[config.mk]
export PLATFORM = sky130hd
export DESIGN_NAME = rom_prog_ctrl
export DESIGN_NICKNAME = d
export VERILOG_FILES = /design/src/rtl/rom_prog_ctrl.sv
export SDC_FILE = /design/constraint.sdc
export NUM_CORES = 1
export LEC_CHECK = 0
export ABC_AREA = 1
export CORE_UTILIZATION = 46
export CTS_CLUSTER_SIZE = 40
export DETAILED_ROUTE_END_ITERATION = 10
export PLACE_DENSITY = 0.86
export SYNTH_ARGS = -nofsm -noshare
export SYNTH_HDL_FRONTEND = slang
export SYNTH_SLANG_ARGS = --single-unit
[constraint.sdc]
create_clock -name clk -period 4.7 [get_ports clk]
set_clock_uncertainty 0.1 [all_clocks]
set_input_delay 0.94 -clock clk [delete_from_list [all_inputs] [get_ports clk]]
set_output_delay 0.94 -clock clk [all_outputs]
set_load 0.01 [all_outputs]
[src/rtl/rom_prog_ctrl.sv]
// rom_prog_ctrl: shares ROM port 2 between core data reads and a byte-stream programming loader.
// Optional running checksum of written words when ROM_PROG_CHECKSUM_EN is defined.
`ifndef DEFAULT_ROM_ADDR_WIDTH
`define DEFAULT_ROM_ADDR_WIDTH 10
`endif

module rom_prog_ctrl #(
   parameter int ADDR_WIDTH = `DEFAULT_ROM_ADDR_WIDTH,
   parameter int BASE_ADDR  = 0
) (
   input  logic                  clk,
   input  logic                  rst,
   input  logic                  cpu_rd_en,
   input  logic [ADDR_WIDTH-1:0] cpu_addr,
   output logic [31:0]           cpu_rd_data,
   output logic                  cpu_hold,
   input  logic                  prog_start,
   input  logic                  prog_valid,
   output logic                  prog_ready,
   input  logic [7:0]            prog_byte,
   input  logic                  prog_last,
   output logic                  prog_busy,
   output logic                  prog_done,
   output logic                  prog_error,
   output logic                  rom_rd_en2,
   output logic                  rom_wr_en2,
   output logic [ADDR_WIDTH-1:0] rom_addr2,
   output logic [31:0]           rom_wr_data2,
   output logic [3:0]            rom_wr_strobe2,
   input  logic [31:0]           rom_rd_data2
`ifdef ROM_PROG_CHECKSUM_EN
   ,
   output logic [31:0]           prog_checksum
`endif
);
   typedef enum logic [1:0] {IDLE, LOAD, WRITE, DONE} state_t;
   localparam logic [ADDR_WIDTH-1:0] BASE = ADDR_WIDTH'(BASE_ADDR);
   state_t                state, state_nx;
   logic [ADDR_WIDTH-1:0] wr_addr;
   logic [31:0]           word_buf;
   logic [3:0]            lanes;
   logic [1:0]            byte_cnt;
   logic                  last_seen, idle, accept, wr_cyc;

   assign idle   = state == IDLE;
   assign accept = (state == LOAD) && prog_valid;
   assign wr_cyc = state == WRITE;

   always_ff @(posedge clk or posedge rst)
      if (rst) state <= IDLE;
      else     state <= state_nx;

   always_comb begin
      state_nx = state;
      case (state)
         IDLE:    state_nx = prog_start ? LOAD : IDLE;
         LOAD:    state_nx = (accept && (prog_last || byte_cnt == 2'd3)) ? WRITE : LOAD;
         WRITE:   state_nx = last_seen ? DONE : LOAD;
         default: state_nx = IDLE;
      endcase
   end

   // The core owns the port only while idle; otherwise the loader's address is driven.
   assign rom_rd_en2     = idle & cpu_rd_en;
   assign rom_addr2      = idle ? cpu_addr : wr_addr;
   assign cpu_rd_data    = idle ? rom_rd_data2 : 32'd0;
   assign cpu_hold       = ~idle;
   assign prog_busy      = ~idle;
   assign prog_ready     = state == LOAD;
   assign prog_done      = state == DONE;
   assign rom_wr_en2     = wr_cyc & ~prog_error;
   assign rom_wr_data2   = wr_cyc ? word_buf : 32'd0;
   assign rom_wr_strobe2 = wr_cyc ? lanes : 4'd0;

   always_ff @(posedge clk or posedge rst)
      if (rst) begin
         wr_addr    <= '0;
         word_buf   <= '0;
         lanes      <= '0;
         byte_cnt   <= '0;
         last_seen  <= 1'b0;
         prog_error <= 1'b0;
      end else if (idle) begin
         if (prog_start) begin
            wr_addr    <= BASE;
            word_buf   <= '0;
            lanes      <= '0;
            byte_cnt   <= '0;
            last_seen  <= 1'b0;
            prog_error <= 1'b0;
         end
      end else if (accept) begin
         word_buf[{byte_cnt, 3'b000} +: 8] <= prog_byte;
         lanes[byte_cnt]                   <= 1'b1;
         byte_cnt                          <= byte_cnt + 2'd1;
         if (prog_last) last_seen <= 1'b1;
      end else if (wr_cyc) begin
         wr_addr  <= wr_addr + 1'b1;
         word_buf <= '0;
         lanes    <= '0;
         byte_cnt <= '0;
         // Writing the top word wraps the address: everything after it is dropped.
         if (&wr_addr) prog_error <= 1'b1;
      end

`ifdef ROM_PROG_CHECKSUM_EN
   always_ff @(posedge clk or posedge rst)
      if (rst)                    prog_checksum <= '0;
      else if (idle && prog_start) prog_checksum <= '0;
      else if (wr_cyc)            prog_checksum <= prog_checksum + word_buf;
`endif
endmodule

==> results of run 1 <==
==> area by class of cell <==
class / instances / area, um2 / share of cell area (%)
multi-input combinational: 282 / 1446 / 30.41
sequential: 52 / 1301 / 27.35
tap: 96 / 120.1 / 2.525
clock buffer: 6 / 72.57 / 1.526
inverter: 105 / 394.1 / 8.285
timing repair buffer: 141 / 1409 / 29.62
clock inverter: 2 / 13.76 / 0.2893
==> per-layer routing <==
metal | up-vias | track usage [%]
met5 | - | 0
met4 | 0 | 10.76
met3 | 23 | 5.005
met2 | 127 | 44.37
met1 | 1466 | 27.91
li1 | 1624 | -
==> critical path, stage by stage (launching register included) <==
cell and delay [ns]:
sky130_fd_sc_hd__dfrtp_1 0.50, sky130_fd_sc_hd__nor2_1 0.14, sky130_fd_sc_hd__buf_4 0.22, sky130_fd_sc_hd__clkinv_1 0.69, sky130_fd_sc_hd__nor2_1 0.38, sky130_fd_sc_hd__clkdlybuf4s50_1 0.61
==> through the flow <==
| step | total power, W | cell area, um2 | hold slack [ns] |
|---|---|---|---|
| floorplan | 0.001246 | 3244 | 0.3419 |
| global placement | 0.001640 | 4671 | 0.3559 |
| detailed placement | 0.001677 | 4671 | 0.3626 |
| CTS | 0.001936 | 4757 | 0.3870 |
| global route | 0.002066 | 4757 | 0.4087 |
| finish | 0.001925 | 4757 | 0.3825 |
==> flip-flops by register name (all words and copies together), names as in the netlist <==
signal      cells
prog_error      1
state           2
word_buf       32
byte_cnt        2
lanes           4
last_seen       1
wr_addr        10
==> synthesized netlist by cell type <==
| library cell | instances |
|---|---|
| sky130_fd_sc_hd__inv_1 | 100 |
| sky130_fd_sc_hd__nand2_1 | 98 |
| sky130_fd_sc_hd__nor2_1 | 83 |
| sky130_fd_sc_hd__dfrtp_1 | 52 |
| sky130_fd_sc_hd__o21ai_0 | 25 |
| sky130_fd_sc_hd__nand3_1 | 12 |
| sky130_fd_sc_hd__nand4_1 | 11 |
| sky130_fd_sc_hd__a21oi_1 | 10 |
| sky130_fd_sc_hd__o21ai_2 | 10 |
| sky130_fd_sc_hd__ha_1 | 9 |
| sky130_fd_sc_hd__buf_2 | 4 |
| sky130_fd_sc_hd__inv_2 | 4 |
| sky130_fd_sc_hd__o21ai_4 | 4 |
| sky130_fd_sc_hd__clkbuf_8 | 3 |
| sky130_fd_sc_hd__buf_6 | 2 |
| sky130_fd_sc_hd__clkbuf_1 | 2 |
| sky130_fd_sc_hd__nand2_4 | 2 |
| sky130_fd_sc_hd__nand2_8 | 2 |
| sky130_fd_sc_hd__nor2_4 | 2 |
| sky130_fd_sc_hd__nor3_1 | 2 |
| sky130_fd_sc_hd__nor3_2 | 2 |
| sky130_fd_sc_hd__o22ai_1 | 2 |
| sky130_fd_sc_hd__a22oi_1 | 1 |
| sky130_fd_sc_hd__a31oi_1 | 1 |
| sky130_fd_sc_hd__buf_1 | 1 |
| sky130_fd_sc_hd__buf_4 | 1 |
| sky130_fd_sc_hd__clkinv_1 | 1 |
| sky130_fd_sc_hd__nand3_2 | 1 |
| sky130_fd_sc_hd__nand3b_1 | 1 |
| sky130_fd_sc_hd__nor2_8 | 1 |
| sky130_fd_sc_hd__o21ai_1 | 1 |
| sky130_fd_sc_hd__o21bai_1 | 1 |
| sky130_fd_sc_hd__or2_2 | 1 |
==> cells by family after synthesis <==
logic type | after synthesis
compound gates | 55
fa+ha+maj | 9
buf+inv | 118
flops | 52
simple gates | 218
==> worst paths after layout <==
check                                      endpoint  slack [ns]  depth (start not counted)                     start
setup reg to reg            word_buf[9]$_DFFE_PP0P_        2.46                          6   byte_cnt[0]$_DFFE_PP0P_
max in group asynchronous     last_seen$_DFFE_PP0P_        2.71                          2                       rst
setup / recovery                    cpu_rd_data[20]        0.80                          5        state[1]$_DFF_PP0_
min in group asynchronous    wr_addr[2]$_DFFE_PP0P_        1.10                          2                       rst
hold / removal             word_buf[26]$_DFFE_PP0P_        0.38                          2  word_buf[26]$_DFFE_PP0P_
hold reg to reg            word_buf[26]$_DFFE_PP0P_        0.38                          2  word_buf[26]$_DFFE_PP0P_
==> power by group through the flow <==
stage | sequential [W] | combinational, W | clock, W
2_1_floorplan | 0.000572 | 0.000674 | 0
3_3_place_gp | 0.000581 | 0.00106 | 0
5_1_grt | 0.000587 | 0.00120 | 0.000281
4_1_cts | 0.000578 | 0.00110 | 0.000263
3_5_place_dp | 0.000586 | 0.00109 | 0
6_report | 0.000578 | 0.00109 | 0.000257
==> impl_metrics.tcl, run 1 <==
set metrics [dict create \
    rows 30 \
    report.final.slew_viol_count 0 \
    yosys_warnings 0 \
    synth.largest_area_cell "sky130_fd_sc_hd__dfrtp_1" \
    cts-root-to-sink-buffers 2 \
    fillerInstances 575 \
    netlist_top_cells_area "sky130_fd_sc_hd__dfrtp_1 40%, sky130_fd_sc_hd__inv_1 12%, sky130_fd_sc_hd__nand2_1 11%" \
    gate_count_post_synth 452 \
    cts_num_sinks 52 \
    p_leak_nw 2.179 \
    setup_total_negative_slack_ns 0 \
    power_frac_clock_pct 13.4 \
    placed_cells 676 \
    clk_root_buffer_cell "sky130_fd_sc_hd__clkbuf_8" \
    preCtsSetupSlack_ns 1.164 \
    synth_top_family_by_area "simple AND/OR/NAND/NOR gates" \
    worstPathArrival_ns 2.86 \
    postCtsHoldBufs 0 \
    post_synth_mux_area_share_pct 0 \
    worst_slack_ns 0.7986 \
    synth-compound-area-share_pct 11.30 \
    synth_adder_area_share_pct 3.471 \
    power.switching_fraction_pct 43.96 \
    drive_above_1_share_pct 6.463 \
    status "completed" \
    drc_errors 0 \
    powerDensity_nw_per_um2 404.6 \
    netlist-cell-type-count 33 \
    maxUsedRoutingLayer "met4" \
    drt_iter0_drc 107 \
    grt_pass1_wl_um 14450 \
    mostFrequentLayoutCells "140 x sky130_fd_sc_hd__clkdlybuf4s50_1, 99 x sky130_fd_sc_hd__inv_1, 98 x sky130_fd_sc_hd__nand2_1" \
    drt-vias-per-instance 4.737 \
    yosys.area_share.simple_pct 29.81 \
    ioPinCount 141 \
    switchingPower_w 0.0008460 \
    critical_path.endpoint_type "output port" \
    grt.total_usage_pct 24.56 \
    gp_congestion 0.8775 \
    port_buffers 140 \
    syn_avg_cell_area_um2 7.178 \
    ir_worst_vdd_uv 202.4 \
    layout_stage_area_growth_over_the_synthesis_result_pct 46.63 \
    clkTransAtPathRegs_ns 0.10 \
    final_antenna_violating_net_count 0 \
    worst_skew_pair.late_latency_ns 0.31 \
    power.share.combinational_pct 56.6 \
    cts_tree "built" \
    final_util_pct 70.02 \
    die_w_um 85.98 \
    wl_per_cell_um 12.79 \
    die-area_um2 7393 \
    worst-slew-pin-transition_ns 1.081 \
    timing.hold.worst.class "reg -> reg" \
    antenna_cells 0 \
    finalCritPeriodShare_pct 83.01 \
    first_pass_iters 5 \
    finish.cell_count_without_fillers 684 \
    first_global_vias 3206 \
    place_hpwl_um 6761 \
    met2_layer_wire_length_in_the_routed_design_um 4377 \
    number_of_antenna_violations_at_the_first_check_in_global_routing 0 \
    met3RoutedLength_um 566 \
    start_kind "flop" \
    htreeDepth 2 \
    crit_fanout 36 \
    postSynthNetCount 517 \
    die_height_um 85.98 \
    grt-ovfl-total 0 \
    worstSetupPathType "reg -> out" \
    design.final.nets 652 \
    ys_seq_elements 52 \
    post_cts_buffers 0 \
    totalWireLength_um 8748 \
    numCtsBuffers 5 \
    grt_max_degree 53 \
    routed-via-count 3240 \
    synth-seq-area-share_pct 40.11 \
    seq_pwr_share_pct 30.0 \
    initial_core_util_pct 47.75 \
    fmax_mhz 256.3 \
    mostFrequentLayoutCell "sky130_fd_sc_hd__clkdlybuf4s50_1" \
    netlist_area_um2 3244 \
    slew-limit-headroom_pct 27.81 \
    timing.max_cap.violations 0 \
    yosys.area.top_type_share_pct 40.11 \
    coreArea_um2 6794 \
    wirelength_met1_um 3560 \
    cts_repair_resize_count 0 \
    rsz0062_at_grt "no" \
    synthXorXnorAreaFrac_pct 0 \
    worst-endpoint-required_ns 3.66 \
    internal_power_w 0.001079 \
    hold_violations 0 \
    min_period_ns 3.901 \
    final-setup-viol-count 0 \
]
Note: power is estimated with default switching activity, not from simulation.
==> run 2: changes to the inputs <==
--- a/config.mk
+++ b/config.mk
@@ -6,10 +6,10 @@
 export NUM_CORES = 1
 export LEC_CHECK = 0
 export ABC_AREA = 1
-export CORE_UTILIZATION = 46
+export CORE_UTILIZATION = 39
 export CTS_CLUSTER_SIZE = 40
 export DETAILED_ROUTE_END_ITERATION = 10
-export PLACE_DENSITY = 0.86
+export PLACE_DENSITY = 0.78
 export SYNTH_ARGS = -nofsm -noshare
 export SYNTH_HDL_FRONTEND = slang
 export SYNTH_SLANG_ARGS = --single-unit
==> constraint.sdc (replaced) <==
create_clock -name clk -period 3.45 [get_ports clk]
set_clock_uncertainty 0.1 [all_clocks]
set_input_delay 0.69 -clock clk [delete_from_list [all_inputs] [get_ports clk]]
set_output_delay 0.69 -clock clk [all_outputs]
set_load 0.01 [all_outputs]
==> run 2 against run 1 <==
  * Cell count rose by 1.6%
  * Final area grew 0.95%
  * Largest power group unchanged
  * Setup slack worse by 0.57 ns
  * Register-to-register slack got worse by 1.2 ns
  * Core utilization decreased by 9.1 points
  * Clock-buffer cell count did not move
  * Total power is 38% higher
  * Critical path type unchanged
  * Sequential power increased by 36%
==> impl_metrics.tcl, run 2 (synthesized netlist as in run 1, its figures left out) <==
set metrics [dict create \
    mostFrequentLayoutCell "sky130_fd_sc_hd__clkdlybuf4s50_1" \
    clkTransAtPathRegs_ns 0.09 \
    regArea_um2 1301 \
    preCtsSetupSlack_ns 0.5496 \
    grt_pass1_wl_um 14460 \
    flip_flop_count_of_the_largest_register_after_layout 32 \
    clk_root_buffer_cell "sky130_fd_sc_hd__clkbuf_8" \
    grt.total_usage_pct 21.31 \
    rows 32 \
    cts_tree "built" \
    worst-endpoint-required_ns 2.66 \
    number_of_antenna_violations_at_the_first_check_in_global_routing 2 \
    start_kind "flop" \
    report.final.slew_viol_count 0 \
    critical_path.endpoint_type "output port" \
    final-setup-viol-count 0 \
    layout_stage_area_growth_over_the_synthesis_result_pct 48.01 \
    grt_max_degree 43 \
    finalCritPeriodShare_pct 93.39 \
    p_leak_nw 2.200 \
    timing.hold.worst.class "reg -> reg" \
    post_cts_buffers 0 \
    gp_congestion 0.8538 \
    die_w_um 93.21 \
    fmax_mhz 310.4 \
    first_pass_iters 4 \
    status "completed" \
    initial_core_util_pct 41.13 \
    timing.max_cap.violations 0 \
    cp_common_cell "sky130_fd_sc_hd__nor2_1" \
    rsz0062_at_grt "no" \
    biggestRegsByFlops "word_buf x32, wr_addr x10, lanes x4" \
    timing.hold.ws_ns 0.3791 \
    worst_slack_ns 0.2281 \
    numCtsBuffers 5 \
    drt-vias-per-instance 4.635 \
    drc_errors 0 \
    total_power_w 0.002652 \
    slowest_cell_on_crit_path "sky130_fd_sc_hd__clkdlybuf4s50_1" \
    post-route-cell-area_um2 4802 \
    port_buffers 140 \
    cts_num_sinks 52 \
    postCtsHoldBufs 0 \
    setup_total_negative_slack_ns 0 \
    drive_above_1_share_pct 7.107 \
    cts_repair_resize_count 0 \
    first_global_vias 3080 \
    worstSetupPathType "reg -> out" \
    postPlaceCellArea_um2 4701 \
    totalWireLength_um 8845 \
    worst-slew-pin-transition_ns 0.6686 \
    design.final.nets 655 \
    worst_skew_pair.late_latency_ns 0.31 \
    mostFrequentLayoutCells "140 x sky130_fd_sc_hd__clkdlybuf4s50_1, 99 x sky130_fd_sc_hd__inv_1, 98 x sky130_fd_sc_hd__nand2_1" \
    min_period_ns 3.222 \
    registers.top_by_ff_count "word_buf" \
    die-area_um2 8687 \
    worstPathArrival_ns 2.43 \
    crit_family "buffers and inverters" \
    drt_iter0_drc 119 \
    crit_fanout 21 \
    final_antenna_violating_net_count 0 \
    coreArea_um2 7888 \
    place_hpwl_um 7042 \
    cpPeakStageDelay_ns 0.54 \
    ir_worst_vdd_uv 290.0 \
    wl_per_cell_um 12.73 \
    critical_path.cell_chain "nor2_1, clkinv_1, buf_4, nor2_1, clkdlybuf4s50_1" \
    die_height_um 93.21 \
    grt-ovfl-total 0 \
    worstPathBufferInverterCount 3 \
    multi_input_area_um2 1446 \
    powerDensity_nw_per_um2 552.3 \
    ioPinCount 141 \
    hold_violations 0 \
    htreeDepth 2 \
    routed-via-count 3221 \
    slew-limit-headroom_pct 55.36 \
    fillerInstances 721 \
    cts-root-to-sink-buffers 2 \
]
[run 2: changes by cell type in the layout (fill, tap and decap cells not counted)]
cell                       change
sky130_fd_sc_hd__buf_4         +3
sky130_fd_sc_hd__diode_2       +2
sky130_fd_sc_hd__clkbuf_1      -1
sky130_fd_sc_hd__clkbuf_8      +1
[run 2: path summary, 6_finish.rpt]
path,startpoint,endpoint,slack (ns),cells after the start
setup / recovery,state[1]$_DFF_PP0_,cpu_rd_data[28],0.23,5
hold / removal,word_buf[31]$_DFFE_PP0P_,word_buf[31]$_DFFE_PP0P_,0.38,2
setup reg to reg,byte_cnt[0]$_DFFE_PP0P_,word_buf[9]$_DFFE_PP0P_,1.26,6
hold reg to reg,word_buf[31]$_DFFE_PP0P_,word_buf[31]$_DFFE_PP0P_,0.38,2
max in group asynchronous,rst,word_buf[15]$_DFFE_PP0P_,1.87,3
min in group asynchronous,rst,wr_addr[2]$_DFFE_PP0P_,0.62,2
[run 2: per-layer routing]
metal / global-route usage (%) / routed length [um]
met1: 24.39 / 3510
met2: 39.83 / 4595
met3: 3.984 / 563
met4: 6.538 / 176
met5: 0 / 0
[run 2: power by group]
group	internal, W	leakage, nW	switching, W
sequential	0.000704	0.713	0.0000816
clock	0.000164	0.0516	0.000208
combinational	0.000635	1.43	0.000859
[run 2: layout make-up]
cell class | count | area share, %
Multi-Input combinational cell | 282 | 30.12
Antenna cell | 2 | 0.1042
Tap cell | 102 | 2.658
Inverter | 105 | 8.207
Sequential cell | 52 | 27.10
Clock buffer | 6 | 1.720
Timing Repair Buffer | 144 | 29.81
Clock inverter | 2 | 0.2866
[run 2: tightest hold or removal path: cells and delay by family, from the launching register on]
| kind | cells | cell delay, ns |
|---|---|---|
| flops | 1 | 0.35 |
| simple gates | 2 | 0.10 |
[run 2: per-stage QoR]
stage | util [%] | instances
floorplan | - | 452
global placement | 59.60 | 685
detailed placement | 59.60 | 685
CTS | 60.82 | 693
global route | 60.88 | 695
finish | 60.88 | 695
